## config.mk

```make
export PLATFORM = sky130hd
export DESIGN_NAME = br_update_ctrl
export DESIGN_NICKNAME = d
export VERILOG_FILES = /design/src/rtl/br_pkg.sv /design/src/rtl/br_upd_fifo.sv /design/src/rtl/br_update_ctrl.sv
export SDC_FILE = /design/constraint.sdc
export NUM_CORES = 1
export LEC_CHECK = 0
export BUFFER_PORTS_ARGS = -buffer_cell sky130_fd_sc_hd__buf_2
export CORE_ASPECT_RATIO = 0.8
export CORE_UTILIZATION = 45
export DETAILED_ROUTE_END_ITERATION = 6
export GPL_ROUTABILITY_DRIVEN = 0
export SLEW_MARGIN = 30
export SYNTH_ARGS = -nofsm -noshare
export SYNTH_HDL_FRONTEND = slang
export SYNTH_SLANG_ARGS = --single-unit
```

## constraint.sdc

```tcl
create_clock -name clk -period 3.95 [get_ports clk]
set_clock_uncertainty 0.15 [all_clocks]
set_input_delay 0.1975 -clock clk [delete_from_list [all_inputs] [get_ports clk]]
set_output_delay 0.1975 -clock clk [all_outputs]
set_load 0.02 [all_outputs]
```

## src/rtl/br_pkg.sv

```systemverilog
// Shared types and constants for the branch-predictor update sequencer.
package br_pkg;

    localparam int unsigned DBITS       = 32;
    localparam int unsigned PHT_IDX_W   = 8;
    localparam int unsigned BHR_W       = 8;
    localparam int unsigned BTB_IDX_W   = 4;
    localparam int unsigned BTB_ENTRY_W = 59;
    localparam int unsigned CNT_W       = 2;

    localparam logic [CNT_W-1:0] PHT_INIT = 2'b10;

    typedef struct packed {
        logic [DBITS-1:0]     pc;
        logic                 taken;
        logic [DBITS-1:0]     target;
        logic [BHR_W-1:0]     bhr;
        logic [PHT_IDX_W-1:0] pht_idx;
        logic [CNT_W-1:0]     pht_cnt;
        logic                 pred_taken;
        logic                 pred_hit;
    } res_rec_t;

    localparam int unsigned REC_W = $bits(res_rec_t);

    typedef enum logic {
        INIT = 1'b0,
        RUN  = 1'b1
    } state_t;

    // 2-bit saturating counter step toward the resolved direction
    function automatic logic [CNT_W-1:0] sat_cnt(input logic [CNT_W-1:0] cnt, input logic taken);
        if (taken) return (cnt == 2'b11) ? cnt : cnt + 2'b01;
        return (cnt == 2'b00) ? cnt : cnt - 2'b01;
    endfunction

endpackage

```

## src/rtl/br_upd_fifo.sv

```systemverilog
// Synchronous resolution-record FIFO with flush; DEPTH must be a power of two.
module br_upd_fifo #(
    parameter int unsigned DEPTH = 4,
    parameter int unsigned W     = 8
) (
    input  logic                     clk,
    input  logic                     reset,
    input  logic                     flush,
    input  logic                     push,
    input  logic                     pop,
    input  logic [W-1:0]             wdata,
    output logic [W-1:0]             rdata,
    output logic [$clog2(DEPTH):0]   count
);

    localparam int unsigned AW = $clog2(DEPTH);
    localparam int unsigned CW = AW + 1;

    logic [W-1:0]  mem [DEPTH];
    logic [AW-1:0] wptr;
    logic [AW-1:0] rptr;
    logic          push_ok;
    logic          pop_ok;

    assign push_ok = push && (count < CW'(DEPTH));
    assign pop_ok  = pop && (count != '0);
    assign rdata   = mem[rptr];

    // Pointers wrap naturally at the power-of-two depth
    always_ff @(posedge clk) begin
        if (reset || flush) begin
            wptr  <= '0;
            rptr  <= '0;
            count <= '0;
        end else begin
            if (push_ok) wptr <= wptr + AW'(1);
            if (pop_ok)  rptr <= rptr + AW'(1);
            count <= count + CW'(push_ok) - CW'(pop_ok);
        end
    end

    always_ff @(posedge clk) begin
        if (push_ok && !flush) mem[wptr] <= wdata;
    end

endmodule

```

## src/rtl/br_update_ctrl.sv

```systemverilog
// Branch-predictor table write sequencer: init sweep, then one resolved-branch update per cycle.
// Optional statistics counters are built when BR_UPD_STATS_EN is defined.
module br_update_ctrl
    import br_pkg::*;
#(
    parameter int unsigned DEPTH       = 4,
    parameter int unsigned PHT_ENTRIES = 256,
    parameter int unsigned BTB_ENTRIES = 16
) (
    input  logic        clk,
    input  logic        reset,
    input  logic        clear_req,
    input  logic        res_valid,
    output logic        res_ready,
    input  logic [31:0] res_pc,
    input  logic        res_taken,
    input  logic [31:0] res_target,
    input  logic [7:0]  res_bhr,
    input  logic [7:0]  res_pht_idx,
    input  logic [1:0]  res_pht_cnt,
    input  logic        res_pred_taken,
    input  logic        res_pred_hit,
    output logic        init_done,
    output logic        bhr_we,
    output logic        pht_we,
    output logic        btb_we,
    output logic [7:0]  wr_bhr,
    output logic [7:0]  wr_pht_idx,
    output logic [1:0]  wr_pht_cnt,
    output logic [3:0]  wr_btb_idx,
    output logic [58:0] wr_btb_entry
`ifdef BR_UPD_STATS_EN
    ,
    output logic [31:0] stat_branches,
    output logic [31:0] stat_mispred
`endif
);

    localparam int unsigned IW = $clog2(PHT_ENTRIES);
    localparam int unsigned CW = $clog2(DEPTH) + 1;

    state_t        state;
    logic [IW-1:0] sweep_idx;
    logic [IW-1:0] sw_idx;
    logic [CW-1:0] fifo_count;
    res_rec_t      in_rec;
    res_rec_t      head_rec;
    res_rec_t      drain_rec;
    logic          push;
    logic          bypass;
    logic          fifo_pop;
    logic          drain;

    assign in_rec = '{pc: res_pc, taken: res_taken, target: res_target, bhr: res_bhr,
                      pht_idx: res_pht_idx, pht_cnt: res_pht_cnt,
                      pred_taken: res_pred_taken, pred_hit: res_pred_hit};

    assign res_ready = !reset && (fifo_count < CW'(DEPTH));
    assign push      = res_valid && res_ready;

    // An empty FIFO in RUN forwards the incoming record straight to the write registers
    assign bypass    = (state == RUN) && (fifo_count == '0);
    assign fifo_pop  = (state == RUN) && !clear_req && (fifo_count != '0);
    assign drain     = (state == RUN) && !clear_req && ((fifo_count != '0) || push);
    assign drain_rec = (fifo_count != '0) ? head_rec : in_rec;
    assign sw_idx    = clear_req ? '0 : sweep_idx;

    br_upd_fifo #(
        .DEPTH (DEPTH),
        .W     (REC_W)
    ) u_fifo (
        .clk   (clk),
        .reset (reset),
        .flush (clear_req),
        .push  (push && !bypass),
        .pop   (fifo_pop),
        .wdata (in_rec),
        .rdata (head_rec),
        .count (fifo_count)
    );

    // FSM and registered write port; a clear issues sweep index 0 immediately
    always_ff @(posedge clk) begin
        if (reset) begin
            state        <= INIT;
            sweep_idx    <= '0;
            init_done    <= 1'b0;
            bhr_we       <= 1'b0;
            pht_we       <= 1'b0;
            btb_we       <= 1'b0;
            wr_bhr       <= '0;
            wr_pht_idx   <= '0;
            wr_pht_cnt   <= '0;
            wr_btb_idx   <= '0;
            wr_btb_entry <= '0;
        end else begin
            bhr_we <= 1'b0;
            pht_we <= 1'b0;
            btb_we <= 1'b0;
            if (clear_req || state == INIT) begin
                init_done  <= 1'b0;
                pht_we     <= 1'b1;
                wr_pht_idx <= PHT_IDX_W'(sw_idx);
                wr_pht_cnt <= PHT_INIT;
                if (sw_idx == '0) begin
                    bhr_we <= 1'b1;
                    wr_bhr <= '0;
                end
                if (32'(sw_idx) < BTB_ENTRIES) begin
                    btb_we       <= 1'b1;
                    wr_btb_idx   <= BTB_IDX_W'(sw_idx);
                    wr_btb_entry <= '0;
                end
                if (sw_idx == IW'(PHT_ENTRIES - 1)) begin
                    state     <= RUN;
                    sweep_idx <= '0;
                end else begin
                    state     <= INIT;
                    sweep_idx <= sw_idx + IW'(1);
                end
            end else begin
                init_done <= 1'b1;
                if (drain) begin
                    pht_we       <= 1'b1;
                    wr_pht_idx   <= drain_rec.pht_idx;
                    wr_pht_cnt   <= sat_cnt(drain_rec.pht_cnt, drain_rec.taken);
                    bhr_we       <= 1'b1;
                    wr_bhr       <= {drain_rec.bhr[BHR_W-2:0], drain_rec.taken};
                    btb_we       <= drain_rec.taken;
                    wr_btb_idx   <= drain_rec.pc[5:2];
                    wr_btb_entry <= {drain_rec.pc[31:6], 1'b1, drain_rec.target};
                end
            end
        end
    end

`ifdef BR_UPD_STATS_EN
    logic mispred;
    logic unused_pc;

    assign mispred   = (drain_rec.taken != drain_rec.pred_taken) ||
                       (drain_rec.taken && !drain_rec.pred_hit);
    assign unused_pc = ^drain_rec.pc[1:0];

    // Saturating branch / mispredict counters
    always_ff @(posedge clk) begin
        if (reset || clear_req) begin
            stat_branches <= '0;
            stat_mispred  <= '0;
        end else if (drain) begin
            if (stat_branches != '1)          stat_branches <= stat_branches + 32'd1;
            if (mispred && stat_mispred != '1) stat_mispred  <= stat_mispred + 32'd1;
        end
    end
`else
    logic unused_rec;
    assign unused_rec = ^{drain_rec.pc[1:0], drain_rec.pred_taken, drain_rec.pred_hit};
`endif

endmodule

```

==> reports/qor.yml, run 1 <==
outcome: "finished clean"
setup_violations: 0
required_ns: 4.02
layout_min_cycle_time_ns: 2.59
hp-class: "primary input to flop"
power_frac_seq: 0.509
cp_slowest_cell: "and2_4"
synth-edff-count: 320
routed_wl_mm: 37.1
syn-cell-area_um2: 16700
whs_path_depth: 3
wl_met1_mm: 17.3
worst_pin_slew_ns: 0.790
ys_seq_elements: 423
io_pins: 175
hold_viol: 0
clk_latency_ns: 0.55
start_util: 0.461
path_delay_family: "buffers and inverters"
combinationalPowerShare: 0.038
cts_num_sinks: 423
drive_gt1_frac: 0.294
die-area_um2: 37900
ctsHtreeMaxLevel: 2
swShare: 0.196
clock_path_buffers: 3
rsz0062_at_grt: "no"
synth-adder-area-share: 0.00847
final_cells: 1779
synth_top_family_by_area: "multiplexers"
grt_max_degree: 81
wl_met3_mm: 1.75
yosysSeqAreaShare: 0.699
relSlewSlack: 0.473
fillers: 2825
synth_simple_gate_area_share: 0.0555
r2r_cells: 5
grt_pass1_wl_mm: 57.7
p_sw_mw: 1.86
ant_nets: 0
cts_made_buffers: 42
worstSetupPathType: "primary input to flop"
drt_iter0_drc: 743
p_leak_nw: 6.94
num_rows: 62
area_growth_pct: 22.7
core_um2: 36200
die_h_um: 174
clkTransAtPathRegs_ns: 0.06
wl_per_cell_um: 20.9
internal_power_mw: 7.61
cp_num_buf_inv: 3
cp-start-kind: "primary input"
ctsResizeCount: 0
vias: 9638
placed_cell_area_um2: 18100
dp_hpwl_mm: 21.5
fmax_mhz: 387
synth_async_sr_flop_share: 0
layout.nets: 1362
antenna_found_initial: 2
highest_layer: "met5"
powerDensity_nw_per_um2: 463
cts_tree: "yes"
yosysWarnings: 0
finalSetupTns_ns: 0
grt-ovfl-total: 0
worstPathArrival_ns: 2.66
gr-usage-all-layers: 0.200
cap_violations: 0
report.final.slew_viol_count: 0
path_depth: 7
slowest_delay_ns: 0.60
synthXorXnorAreaFrac: 0.00367
dr.pass1.iters: 5
clockPowerShare: 0.453
grt_pass1_vias: 9817
viasPerCell: 5.42
design_area_um2: 20500
netlist_instances: 1010
die_w_um: 217
synth_compound_area_frac: 0.0466
path_cells: "dlygate4sd3_1, buf_4, nor2_1, o311ai_2, nor2_1, and2_4, buf_4"
finalPower_mw: 9.47
synth-main-ff-cell: "edfxtp_1"
io_buffer_count: 169
dp.cells: 1617
synth.avg_cell_area_um2: 16.5
worst_setup_path_end_kind: "flop"
synth_nets: 1108
synthMuxAreaShare: 0.163
route.met2.wl_mm: 17.5
path_max_fanout: 33
irDropWorstVdd_uv: 326
finalCritPeriodShare: 0.655
clockRootBuffer: "clkbuf_16"
drc: 0
synth_cell_type_count: 48
-- cells in the final DEF, fill, tap and decap left out, drive strengths merged, types with 28 or more instances in the layout --
master       netlist  routed
clkbuf            35      57
a21oi             82      82
nor2              28      28
mux4              80      80
nand2             70      70
mux2              70      70
nand3             61      61
dfxtp            103     103
buf               32     195
dlygate4sd3        0      82
edfxtp           320     320
-- power by group through the flow --
stage / Clock (mW) / Sequential, mW / Combinational [mW]
2_1_floorplan: 0 / 4.93 / 0.151
3_3_place_gp: 0 / 4.92 / 0.289
3_5_place_dp: 0 / 4.92 / 0.294
4_1_cts: 4.37 / 4.82 / 0.362
5_1_grt: 4.54 / 4.82 / 0.393
6_report: 4.29 / 4.82 / 0.360
-- path summary, 6_finish.rpt --
| path | startpoint | to | slack [ns] |
|---|---|---|---|
| setup / recovery | reset | u_fifo.mem[0][75] | 1.36 |
| hold / removal | clear_req | wr_pht_idx[2] | 0.10 |
| setup reg to reg | u_fifo.count[1] | wr_bhr[3] | 1.37 |
| hold reg to reg | wr_btb_entry[53] | wr_btb_entry[53] | 0.31 |
-- cells in the mapped netlist (all sizes together) (2+ instances only) --
cell type	number	area, um2
buf	32	214
and2	8	50.1
ha	8	100
o21ai	14	73.8
nor2	28	105
or3	2	12.5
inv	11	41.3
maj3	2	21.3
xnor2	4	35.0
o22a	8	70.1
mux2i	13	130
mux4	80	1800
o211ai	8	60.1
nor2b	12	75.1
nand2b	6	37.5
clkbuf	35	131
a41oi	9	78.8
o31ai	3	27.5
mux2	70	792
edfxtp	320	9610
nand2	70	263
a21oi	82	418
nor3	4	20.0
xor2	3	26.3
dfxtp	103	2060
nand3	61	305
nand4	3	18.8
-- cells by family (layout without fill, tap and decap cells) --
group / count (synthesis) / in the layout
flip-flops: 423 / 423
multiplexers: 163 / 163
other: 0 / 1
adder cells (fa/ha/maj): 11 / 11
AO/OA/AOI/OAI: 129 / 129
AND/OR/NAND/NOR: 199 / 199
XOR/XNOR: 7 / 7
buffers and inverters: 78 / 366
-- routing by layer --
layer | GRT usage | up-vias
met5 | 0 | -
met4 | 0.0496 | 2
met3 | 0.0378 | 47
met2 | 0.317 | 219
met1 | 0.285 | 4918
li1 | - | 4452
-- tightest hold or removal path: cells and delay by family --
kind            cells  cell delay [ns]
buf+inv             1             0.26
compound gates      1             0.22
simple gates        1             0.07
-- timing repair --
item	4_1_cts	5_1_grt
setup buffers	0	0
hold buffers	82	0
hold endpoints to repair	396	0
-- registers in the layout, indices dropped and copies added (netlist names), 3 cells and up, named ones only --
register and flops:
wr_bhr 8, u_fifo.mem 320, u_fifo.count 3, wr_pht_idx 8, sweep_idx 8, wr_btb_entry 59
wr_btb_idx 4
-- area by class of cell --
type | instances | area [um2] | area share
Sequential cell | 423 | 11700 | 0.571
Tap cell | 480 | 601 | 0.0293
Clock buffer | 57 | 1220 | 0.0597
Multi-Input combinational cell | 509 | 4670 | 0.228
Timing Repair Buffer | 277 | 1970 | 0.0963
Antenna cell | 1 | 2.50 | 0.000122
Inverter | 11 | 41.3 | 0.00202
Clock inverter | 21 | 279 | 0.0136
-- metrics by stage --
step	setup slack (ns)	hold WS, ns	utilization
detailed placement	1.31	0.281	0.500
CTS	1.30	0.0727	0.564
global placement	1.35	0.274	0.500
finish	1.36	0.103	0.565
floorplan	0.347	0.146	-
global route	1.20	0.140	0.565
Power figures use the tool's default switching activity.
==> inputs of run 2 (changes only) <==
clock period = 2.67 ns   (was 3.95 ns; I/O delays follow)
==> run 2 against run 1 <==
Combinational power grew 53%; global-route usage rose by 0.087 points; non-clock buffer count increased by 13; first-iteration DRC count decreased by 25%; clock power increased by 43%; critical path depth fell by 2; worst setup slack got worse by 1.2 ns; via count is 0.21% lower.
==> reports/qor.yml, run 2 (synthesized netlist as in run 1, its figures left out) <==
outcome: "finished clean"
report.final.slew_viol_count: 0
layout.nets: 1377
clock_path_buffers: 3
grt_pass1_vias: 9935
largest_reg_flops: 320
layout_common_cells: "edfxtp_1 (320), buf_2 (168), dfxtp_1 (101), dlygate4sd3_1 (84), mux4_2 (80)"
die_h_um: 174
io_buffer_count: 169
worst_setup_path_end_kind: "flop"
layout_min_cycle_time_ns: 2.53
dr.pass1.iters: 5
whs_ns: 0.190
clockRootBuffer: "clkbuf_16"
worstSetupPathType: "flop to flop"
grt-ovfl-total: 0
routed_wl_mm: 37.6
dp_hpwl_mm: 21.9
vias: 9618
path_max_fanout: 18
fmax_mhz: 395
area_growth_pct: 23.6
cts_made_buffers: 43
grt_max_degree: 74
irDropWorstVdd_uv: 434
num_rows: 62
cts_tree: "yes"
setup_violations: 0
viasPerCell: 5.36
finalPower_mw: 13.8
core_um2: 36200
hold_viol: 0
gr-usage-all-layers: 0.201
p_leak_nw: 7.01
final_cells: 1796
drc: 0
wl_per_cell_um: 20.9
rsz0062_at_grt: "no"
start_util: 0.461
final_common_cell: "edfxtp_1"
die_w_um: 217
hp-class: "primary input to flop"
ctsHtreeMaxLevel: 2
worst_pin_slew_ns: 0.663
clk_latency_ns: 0.55
worstPathArrival_ns: 2.81
cp-start-kind: "flop"
die-area_um2: 37900
powerDensity_nw_per_um2: 671
antenna_found_initial: 3
finalCritPeriodShare: 0.948
top_regs: "u_fifo.mem (320), wr_btb_entry (59)"
cts_num_sinks: 423
drt_iter0_drc: 556
dp.cells: 1629
ant_nets: 0
cap_violations: 0
grt_pass1_wl_mm: 57.8
drive_gt1_frac: 0.301
clkTransAtPathRegs_ns: 0.06
relSlewSlack: 0.558
required_ns: 2.95
ctsResizeCount: 0
regMostFlops: "u_fifo.mem"
io_pins: 175
[run 2: routing by layer]
layer,share of wire,vias to the layer above,track usage
li1,-,4482,-
met1,0.46,4849,0.280
met2,0.48,235,0.324
met3,0.049,50,0.0387
met4,0.017,2,0.0513
met5,0.00019,-,0
[run 2: through the flow]
| stage | cell area [um2] | util | worst slack [ns] | TNS [ns] |
|---|---|---|---|---|
| 6_report | 20600 | 0.570 | 0.138 | 0 |
| 5_1_grt | 20600 | 0.569 | 0.0511 | 0 |
| 4_1_cts | 20600 | 0.569 | 0.150 | 0 |
| 3_5_place_dp | 18300 | 0.506 | 0.278 | 0 |
| 3_3_place_gp | 18300 | 0.506 | 0.271 | 0 |
| 2_1_floorplan | 16700 | - | -0.0502 | -16.05 |
[run 2: final cells by class]
class / count / area [um2]
fillers: 2842 / 15600
flip-flops and latches: 423 / 11700
multi-input cells: 510 / 4680
repair buffers: 290 / 2180
clock buffers: 58 / 1190
well taps: 480 / 601
clock inverters: 22 / 256
inverters: 11 / 41.3
diodes: 2 / 5.00
[run 2: critical path: stages (launching register included)]
cell and delay, ns:
dfxtp_1 0.37, or3_4 0.56, buf_4 0.29, o41ai_1 0.36
dlygate4sd3_1 0.62, a21oi_1 0.04
[run 2: path summary, 6_finish.rpt]
kind / from / to / slack, ns / cells after the start
setup / recovery: u_fifo.count[0] / wr_pht_cnt[1] / 0.14 / 5
hold / removal: res_target[19] / u_fifo.mem[2][39] / 0.19 / 2
setup reg to reg: u_fifo.count[0] / wr_pht_cnt[1] / 0.14 / 5
hold reg to reg: wr_btb_entry[4] / wr_btb_entry[4] / 0.31 / 2
[run 2: repair_timing]
item,CTS,global route
hold buffers,84,0
endpoints found under the setup margin,0,1
hold endpoints to repair,403,0
buffers inserted,0,0
[run 2: power breakdown]
group / switching (mW) / internal, mW
logic: 0.284 / 0.267
registers: 0.0182 / 7.12
clock network: 2.51 / 3.64
==> inputs of run 3 (changes only) <==
--- a/config.mk
+++ b/config.mk
@@ -14,3 +14,4 @@
 export SYNTH_ARGS = -nofsm -noshare
 export SYNTH_HDL_FRONTEND = slang
+export SYNTH_HIERARCHICAL = 1
 export SYNTH_SLANG_ARGS = --single-unit
--- a/constraint.sdc
+++ b/constraint.sdc
@@ -3,3 +3,3 @@
 set_input_delay 0.1335 -clock clk [delete_from_list [all_inputs] [get_ports clk]]
 set_output_delay 0.1335 -clock clk [all_outputs]
-set_load 0.02 [all_outputs]
+set_load 0.05 [all_outputs]
==> run 3 against run 2 <==
Routed wire length down 2.9%; sequential cell count stayed put; combinational power fell by 1%; die area shrank 2.1%; total power is 2.6% lower; sequential power is essentially flat; first-iteration DRC count grew 12%.
==> reports/qor.yml, run 3 <==
synth_nets: 1046
io_pins: 175
rsz0062_at_grt: "no"
dp_hpwl_mm: 22.0
finalSetupTns_ns: 0
setup_violations: 0
die-area_um2: 37100
clk_latency_ns: 0.55
r2r_end: "u_fifo/count[2]"
antenna-diode-count: 0
cts_setup_buffers: 0
dr.pass1.iters: 5
layout.nets: 1316
relSlewSlack: 0.490
dp_slack_ns: 0.182
start_util: 0.456
hold_viol: 0
multi_input_area_um2: 4290
worst_setup_path_end_kind: "flop"
clockRootBuffer: "clkbuf_16"
yosysWarnings: 6
worst-r2r-setup-slack_ns: 0.21
seq_area_um2: 11700
wl_per_cell_um: 21.1
largest_reg_flops: 320
layout_common_cells: "edfxtp_1 (320), buf_2 (169), dfxtp_1 (99), nand2_1 (85), dlygate4sd3_1 (82)"
powerDensity_nw_per_um2: 669
die_w_um: 215
hp-class: "primary input to flop"
report.final.slew_viol_count: 0
path_max_fanout: 5
p_leak_nw: 7.15
worstPathArrival_ns: 2.74
fmax_mhz: 406
final_common_cell: "edfxtp_1"
ctsHtreeMaxLevel: 2
cts_tree: "yes"
grt_max_degree: 53
layout_setup_ws_ns: 0.206
fillers: 2857
cts_made_buffers: 43
io_buffer_count: 169
syn-cell-area_um2: 16300
die_h_um: 172
clkTransAtPathRegs_ns: 0.06
wl_met3_mm: 1.75
grt-ovfl-total: 0
ant_nets: 0
viasPerCell: 5.40
synth.avg_cell_area_um2: 17.2
drt_iter0_drc: 624
finalCritPeriodShare: 0.923
layout_min_cycle_time_ns: 2.46
core_um2: 35800
cts_num_sinks: 423
gr-usage-all-layers: 0.202
endpoint: "u_fifo/count[2]"
outcome: "finished clean"
drive_gt1_frac: 0.289
antenna_found_initial: 0
num_rows: 62
clock_path_buffers: 3
grt_pass1_vias: 9572
routed_wl_mm: 36.5
r2r_cells: 11
cap_violations: 0
vias: 9360
drc: 0
highest_layer: "met4"
top_regs: "u_fifo/mem (320), wr_btb_entry (59)"
route.met2.wl_mm: 16.7
irDropWorstVdd_uv: 372
r2r_start: "u_fifo/count[0]"
grt_pass1_wl_mm: 57.1
netlist_instances: 948
worstSetupPathType: "flop to flop"
crit_start: "u_fifo/count[0]"
area_growth_pct: 23.2
wl_met1_mm: 17.4
cp-start-kind: "flop"
regMostFlops: "u_fifo/mem"
required_ns: 2.95
worst_pin_slew_ns: 0.760
run 3: power breakdown:
part	internal (mW)	switching (mW)	total, mW
Sequential	7.12	0.0177	7.14
Clock	3.37	2.42	5.79
Combinational	0.241	0.303	0.544
Total	10.7	2.75	13.5
run 3: area by class of cell:
class	instances	area share
well taps	480	0.0298
repair buffers	284	0.107
clock buffers	62	0.0585
multi-input cells	451	0.213
clock inverters	18	0.00858
flip-flops and latches	423	0.580
inverters	15	0.00280
run 3: repair_timing:
item / in CTS / in global routing
gates resized for setup: 0 / 1
hold buffers: 82 / 0
hold endpoints to repair: 403 / 0
endpoints found under the setup margin: 0 / 1
run 3: critical path: stages, from the launching register on:
cell and delay [ns]:
dfxtp_1 0.44, nor3_4 0.09, a21oi_1 0.13, nor2b_2 0.20
inv_1 0.10, ha_1 0.28, inv_1 0.04, ha_1 0.18
fa_1 0.38, xnor2_1 0.18, xnor2_1 0.13, nor2_1 0.05
run 3: worst min path at each step:
stage | slack (ns) | depth (start not counted) | from | endpoint
after floorplan | 0.08 | 0 | res_pht_idx[6] | u_fifo/mem[0][10]
after global placement | 0.22 | 1 | res_target[11] | u_fifo/mem[2][31]
after detailed placement | 0.22 | 1 | res_target[19] | u_fifo/mem[0][39]
after CTS | 0.01 | 7 | reset | u_fifo/wptr[1]
after global routing | 0.08 | 7 | reset | u_fifo/wptr[1]
final | 0.04 | 7 | reset | u_fifo/wptr[1]
run 3: layer usage:
metal  vias up  GRT usage
met1      4767      0.298
met5         -          0
met3        55     0.0373
li1       4311          -
met4         0     0.0533
met2       227      0.310
run 3: through the flow:
step | area (um2) | power (mW) | hold slack [ns] | std cells | utilization
after floorplan | 16400 | 7.51 | 0.0824 | 948 | -
after global placement | 18000 | 7.72 | 0.215 | 1571 | 0.501
after detailed placement | 18000 | 7.73 | 0.220 | 1571 | 0.501
after CTS | 20100 | 13.6 | 0.0123 | 1733 | 0.562
after global routing | 20100 | 13.9 | 0.0795 | 1733 | 0.562
final | 20100 | 13.5 | 0.0445 | 1733 | 0.562
